### src/rtl/vga_pkg.sv
// Shared 640x480@60 timing constants, sync polarity and the registered control-bundle type.
package vga_pkg;

  localparam int H_VISIBLE_DEF = 640;
  localparam int H_FP_DEF      = 16;
  localparam int H_SYNC_DEF    = 96;
  localparam int H_BP_DEF      = 48;
  localparam int V_VISIBLE_DEF = 480;
  localparam int V_FP_DEF      = 10;
  localparam int V_SYNC_DEF    = 2;
  localparam int V_BP_DEF      = 33;

  localparam int H_TOTAL = H_VISIBLE_DEF + H_FP_DEF + H_SYNC_DEF + H_BP_DEF;
  localparam int V_TOTAL = V_VISIBLE_DEF + V_FP_DEF + V_SYNC_DEF + V_BP_DEF;

  localparam int   CNT_W       = 10;
  localparam logic SYNC_ACTIVE = 1'b0;

  typedef struct packed {
    logic hs;
    logic vs;
    logic blank;
    logic line_start;
    logic frame_start;
  } vga_ctl_t;

  localparam vga_ctl_t CTL_RST = '{
    hs:          ~SYNC_ACTIVE,
    vs:          ~SYNC_ACTIVE,
    blank:       1'b0,
    line_start:  1'b0,
    frame_start: 1'b0
  };

endpackage

### src/rtl/vga_axis_counter.sv
// One raster axis: wrapping position counter plus sync/visible decode of the *next* count,
// so the parent can register the decode and have it line up with the counter flop.
module vga_axis_counter
  import vga_pkg::*;
#(
  parameter int VISIBLE = H_VISIBLE_DEF,
  parameter int FP      = H_FP_DEF,
  parameter int SYNC    = H_SYNC_DEF,
  parameter int BP      = H_BP_DEF
) (
  input  logic             clk_i,
  input  logic             rst_i,
  input  logic             step_i,
  output logic [CNT_W-1:0] cnt_o,
  output logic             wrap_o,
  output logic             sync_nxt_o,
  output logic             vis_nxt_o
);

  localparam int TOTAL = VISIBLE + FP + SYNC + BP;

  localparam logic [CNT_W-1:0] LAST    = CNT_W'(TOTAL - 1);
  localparam logic [CNT_W-1:0] SYNC_LO = CNT_W'(VISIBLE + FP);
  localparam logic [CNT_W-1:0] SYNC_HI = CNT_W'(VISIBLE + FP + SYNC - 1);
  localparam logic [CNT_W-1:0] VIS_END = CNT_W'(VISIBLE);

  logic [CNT_W-1:0] cnt_q, cnt_d;

  always_comb begin
    wrap_o = step_i && (cnt_q == LAST);
    cnt_d  = cnt_q;
    if (step_i) begin
      cnt_d = wrap_o ? '0 : cnt_q + 1'b1;
    end
    sync_nxt_o = ((cnt_d >= SYNC_LO) && (cnt_d <= SYNC_HI)) ? SYNC_ACTIVE : ~SYNC_ACTIVE;
    vis_nxt_o  = (cnt_d < VIS_END);
  end

  always_ff @(posedge clk_i or posedge rst_i) begin
    if (rst_i) begin
      cnt_q <= '0;
    end else begin
      cnt_q <= cnt_d;
    end
  end

  assign cnt_o = cnt_q;

endmodule

### src/rtl/vga_timing_gen.sv
// VGA raster generator; hs/vs/blank/line_start/frame_start are registered and aligned with DrawX/DrawY.
// Define VGA_TIMING_PIPE_EN to delay those five by one extra vga_clk to match a synchronous sprite ROM.
module vga_timing_gen
  import vga_pkg::*;
#(
  parameter int H_VISIBLE = H_VISIBLE_DEF,
  parameter int H_FP      = H_FP_DEF,
  parameter int H_SYNC    = H_SYNC_DEF,
  parameter int H_BP      = H_BP_DEF,
  parameter int V_VISIBLE = V_VISIBLE_DEF,
  parameter int V_FP      = V_FP_DEF,
  parameter int V_SYNC    = V_SYNC_DEF,
  parameter int V_BP      = V_BP_DEF
) (
  input  logic             vga_clk,
  input  logic             reset,
  output logic [CNT_W-1:0] DrawX,
  output logic [CNT_W-1:0] DrawY,
  output logic             hs,
  output logic             vs,
  output logic             blank,
  output logic             sync,
  output logic             line_start,
  output logic             frame_start,
  output logic [7:0]       frame_count
);

  logic     h_wrap, h_sync_nxt, h_vis_nxt;
  logic     v_wrap, v_sync_nxt, v_vis_nxt;
  vga_ctl_t ctl_d, ctl_q, ctl_out;
  logic [7:0] frame_cnt_q, frame_cnt_d;

  vga_axis_counter #(
    .VISIBLE (H_VISIBLE),
    .FP      (H_FP),
    .SYNC    (H_SYNC),
    .BP      (H_BP)
  ) u_h_axis (
    .clk_i      (vga_clk),
    .rst_i      (reset),
    .step_i     (1'b1),
    .cnt_o      (DrawX),
    .wrap_o     (h_wrap),
    .sync_nxt_o (h_sync_nxt),
    .vis_nxt_o  (h_vis_nxt)
  );

  vga_axis_counter #(
    .VISIBLE (V_VISIBLE),
    .FP      (V_FP),
    .SYNC    (V_SYNC),
    .BP      (V_BP)
  ) u_v_axis (
    .clk_i      (vga_clk),
    .rst_i      (reset),
    .step_i     (h_wrap),
    .cnt_o      (DrawY),
    .wrap_o     (v_wrap),
    .sync_nxt_o (v_sync_nxt),
    .vis_nxt_o  (v_vis_nxt)
  );

  // The vertical counter only steps on a horizontal wrap, so v_wrap already implies h_wrap.
  always_comb begin
    ctl_d             = CTL_RST;
    ctl_d.hs          = h_sync_nxt;
    ctl_d.vs          = v_sync_nxt;
    ctl_d.blank       = h_vis_nxt && v_vis_nxt;
    ctl_d.line_start  = h_wrap;
    ctl_d.frame_start = v_wrap;
    frame_cnt_d       = v_wrap ? frame_cnt_q + 8'd1 : frame_cnt_q;
  end

  always_ff @(posedge vga_clk or posedge reset) begin
    if (reset) begin
      ctl_q       <= CTL_RST;
      frame_cnt_q <= '0;
    end else begin
      ctl_q       <= ctl_d;
      frame_cnt_q <= frame_cnt_d;
    end
  end

`ifdef VGA_TIMING_PIPE_EN
  vga_ctl_t ctl_p_q;

  always_ff @(posedge vga_clk or posedge reset) begin
    if (reset) begin
      ctl_p_q <= CTL_RST;
    end else begin
      ctl_p_q <= ctl_q;
    end
  end

  assign ctl_out = ctl_p_q;
`else
  assign ctl_out = ctl_q;
`endif

  assign hs          = ctl_out.hs;
  assign vs          = ctl_out.vs;
  assign blank       = ctl_out.blank;
  assign line_start  = ctl_out.line_start;
  assign frame_start = ctl_out.frame_start;
  assign sync        = 1'b0;
  assign frame_count = frame_cnt_q;

endmodule

### config.mk
export PLATFORM = sky130hd
export DESIGN_NAME = vga_timing_gen
export DESIGN_NICKNAME = d
export VERILOG_FILES = /design/src/rtl/vga_pkg.sv /design/src/rtl/vga_axis_counter.sv /design/src/rtl/vga_timing_gen.sv
export SDC_FILE = /design/constraint.sdc
export NUM_CORES = 1
export LEC_CHECK = 0
export BUFFER_PORTS_ARGS = -buffer_cell sky130_fd_sc_hd__buf_2
export CAP_MARGIN = 20
export CORE_MARGIN = 4
export CORE_UTILIZATION = 35
export CTS_CLUSTER_SIZE = 24
export DETAILED_ROUTE_END_ITERATION = 10
export GPL_TIMING_DRIVEN = 0
export RECOVER_POWER = 50
export SYNTH_ARGS = -nofsm -noshare
export SYNTH_HDL_FRONTEND = slang
export SYNTH_SLANG_ARGS = --single-unit
### constraint.sdc
create_clock -name vga_clk -period 2.75 [get_ports vga_clk]
set_input_delay 0.275 -clock vga_clk [delete_from_list [all_inputs] [get_ports vga_clk]]
set_output_delay 0.275 -clock vga_clk [all_outputs]
set_load 0.02 [all_outputs]
==> summary.txt <==
Logic synthesis
  – Distinct cells, synth: 49
  – Most frequent cells after synthesis: dfrtp_1 (31), nand3_1 (16), xnor2_1 (16), nand2_1 (15), nand4_1 (11)
  – Post-synth top area share: 0.428
  – Count leader, synth: dfrtp_1
  – Syn Area/Cell: 9.85 um2
  – Main synth FF type: dfrtp_1
  – Syn_nets: 191
  – Post-Syn Instances: 184
  – Synthesis-stage register bit count: 33
  – Post-synth EDFFs: 0
  – Main area contributors after synthesis: dfrtp_1 (43%), xnor2_1 (7.7%), nand3_1 (4.4%), nand4_1 (3.8%), ha_1 (3.5%)
  – Cell taking the most area after synthesis: dfrtp_1
  – Yosys warns: 0
  – Seq/Total Area, Yosys: 0.457
  – Synthesized cell area: about 1800 um2
  – Async SR Flop Fraction: 1.00

Place
  – Buffers added on ports: 34
  – Dpl hpwl: 2870 um
  – GPL Wtd Cong: 0.848
  – Cell total after placement: 286

Drt
  – Starting DRT DRC Count: 77
  – Final wirelength: 3980 um
  – Routed wire per std cell: between 10 and 15 um
  – Pre-antenna DRT Iters: 4
  – Detail Route Antenna Nets: 0
  – Drc violations: 0
  – Via count: 1487
  – Vias per Instance: roughly 5

Power
  – Leakage: 0.972 nW
  – Clock power frac: 0.445
  – Sw frac: 0.205
  – PwrDens: between 400 and 500 nW/um2
  – Int Pwr: 0.713 mW
  – Seq pwr share: 0.541
  – Worst IR drop on VDD: 0.194 mV
  – Combinational Power Share: 0.014
  – Net Sw Power: 0.184 mW

Clock network
  – Insertion delay to the later sink of the worst-skew pair: around 0.28 ns
  – CTS tree: yes
  – Max clock buf depth: 2
  – CTS clock-pin slew for the worst setup and hold paths: 0.07 ns
  – CTS root buffer: clkbuf_8
  – Inserted Clock Buffers: 5
  – Hold-fix buffers, CTS: 0
  – Setup bufs post-CTS: 0
  – H-tree lvl count: 2
  – Num Clock Sinks: 33
  – Post-cts repair resize count: 0

Setup path
  – CP Class: reg -> reg
  – Setup crit end kind: flip-flop
  – WP data arrival: 2.42 ns
  – Crit Reg-Reg Endpoint: hs
  – Reg2reg path depth: 8
  – Reg2Reg Setup Slack: roughly 0.53 ns
  – Crit-path max FO: 10
  – CP required: slightly below 3 ns
  – RR Startpoint: u_h_axis.cnt_o[0]
  – Worst Setup Start Kind: flip-flop

Final layout
  – Final core occ: 0.441
  – # fillers: 503
  – Diode count: 0
  – Non-Filler Instances: 294
  – Final Net Count: 233
  – Area added between synthesis and finish: 18.9%
  – Share of layout cells above drive strength 1: 0.198

Floorplan
  – Initial Util: 0.371
  – Top Ports: 36
  – Row count: 25
  – Die H: 79.9 um
  – Die ar.: 6390 um2
  – Die Wd: 79.9 um
  – Core box area: 4880 um2

Timing
  – Post-route minimum period: 2.22 ns
  – Hold Fails Final Rpt: 0
  – Max Transition Viols Final: 0
  – Hold_ws: 0.0670 ns
  – Post-Route Skew: 0.00466 ns
  – Tightest Pin Transition: 0.955 ns
  – Setup TNS: 0 ns
  – Slew headroom: 0.363
  – Final Setup Violations: 0
  – Part of the cycle the worst path needs: 0.808
  – RSZ-0062 raised after global routing: false
  – F_max: 450 MHz

GRT
  – Vias in the first global route: 1441
  – GRT Resource Usage Total: 0.136
  – Initial antenna violation count: 0
  – Gr ovfl total: 0
  – Pin count of the biggest net entering global routing: 19
  – Global-route wire length before repair: 6880 um

Run status
  – Outcome: complete, no violations

Min path
  – Worst hold path type: in -> async

Flow run
  – Max cap viols: 0
layout by cell type, fill, tap and decap left out, types with 2 or more instances in the layout:
cell / instances
and2_1: 2
and4_4: 2
clkbuf_8: 8
o21ai_0: 7
nor3_1: 3
xor2_1: 3
nand4_1: 11
dfrtp_1: 31
o31ai_1: 2
and3_1: 5
dfstp_2: 2
inv_1: 10
o2111ai_1: 2
buf_2: 21
nand2b_1: 2
clkbuf_1: 17
nor2b_1: 4
nand3_1: 16
buf_4: 5
a21oi_1: 3
xnor2_1: 16
a31oi_1: 2
nor2_1: 6
nand3b_1: 2
a211oi_1: 2
ha_1: 5
nand2_1: 15
power by group through the flow:
stage	clock, mW	sequential [mW]	combinational [mW]
finish	0.400	0.485	0.0128
global route	0.441	0.485	0.0155
CTS	0.414	0.485	0.0181
detailed placement	0	0.494	0.0180
global placement	0	0.494	0.0132
floorplan	0	0.494	0.00941
per-layer routing:
metal | vias to the layer above | track usage | part of all wire
met3 | 5 | 0.0361 | 0.050
li1 | 734 | - | -
met5 | - | 0 | 0
met2 | 36 | 0.203 | 0.44
met1 | 712 | 0.195 | 0.50
met4 | 0 | 0.0355 | 0.0073
flip-flops by register name, indices dropped and copies added, names as in the netlist:
signal and cells:
u_h_axis.cnt_o 10, u_v_axis.cnt_o 10, frame_count 8, blank 1
frame_start 1, hs 1, line_start 1, vs 1
area by class of cell:
type / count / area, um2 / area share
Buffer: 9 / 63.8 / 0.0296
Clock buffer: 7 / 96.3 / 0.0447
Clock inverter: 1 / 5.00 / 0.00232
Inverter: 11 / 41.3 / 0.0192
Multi-Input combinational cell: 131 / 878 / 0.408
Sequential cell: 33 / 828 / 0.385
Tap cell: 67 / 83.8 / 0.0389
Timing Repair Buffer: 35 / 156 / 0.0726
logic make-up (layout without fill, tap and decap cells):
group / count (synthesis) / after routing / synth area share
xor gates and xnor gates: 19 / 19 / 0.0919
muxes: 2 / 2 / 0.0117
other: 1 / 1 / 0.00207
DFF: 33 / 33 / 0.457
and+or+nand+nor: 76 / 76 / 0.233
AOI/OAI and AO/OA: 28 / 28 / 0.111
buffers and inverters: 20 / 63 / 0.0580
adders and majority gates: 5 / 5 / 0.0345
stage by stage:
| step | total power [mW] | area (um2) | worst slack [ns] |
|---|---|---|---|
| 4_1_cts | 0.917 | 2190 | 0.502 |
| 3_5_place_dp | 0.512 | 2090 | 0.526 |
| 6_report | 0.898 | 2150 | 0.529 |
| 2_1_floorplan | 0.504 | 1810 | 0.612 |
| 3_3_place_gp | 0.508 | 2070 | 0.545 |
| 5_1_grt | 0.941 | 2150 | 0.289 |
how the worst max path moves through the flow:
stage | to | start | cells after the start
after floorplan | blank | u_h_axis.cnt_o[0] | 6
after global placement | hs | u_h_axis.cnt_o[0] | 8
after detailed placement | hs | u_h_axis.cnt_o[0] | 8
after CTS | hs | u_h_axis.cnt_o[0] | 8
after global routing | hs | u_h_axis.cnt_o[0] | 8
final | hs | u_h_axis.cnt_o[0] | 8
critical path, stage by stage (launching register included):
cell	delay (ns)
dfrtp_1	0.44
ha_1	0.28
and4_4	0.23
nand4_1	0.12
clkbuf_8	0.18
clkinv_1	0.25
o221ai_1	0.32
a221oi_1	0.12
o2111ai_1	0.19
Note: power is estimated with default switching activity, not from simulation.
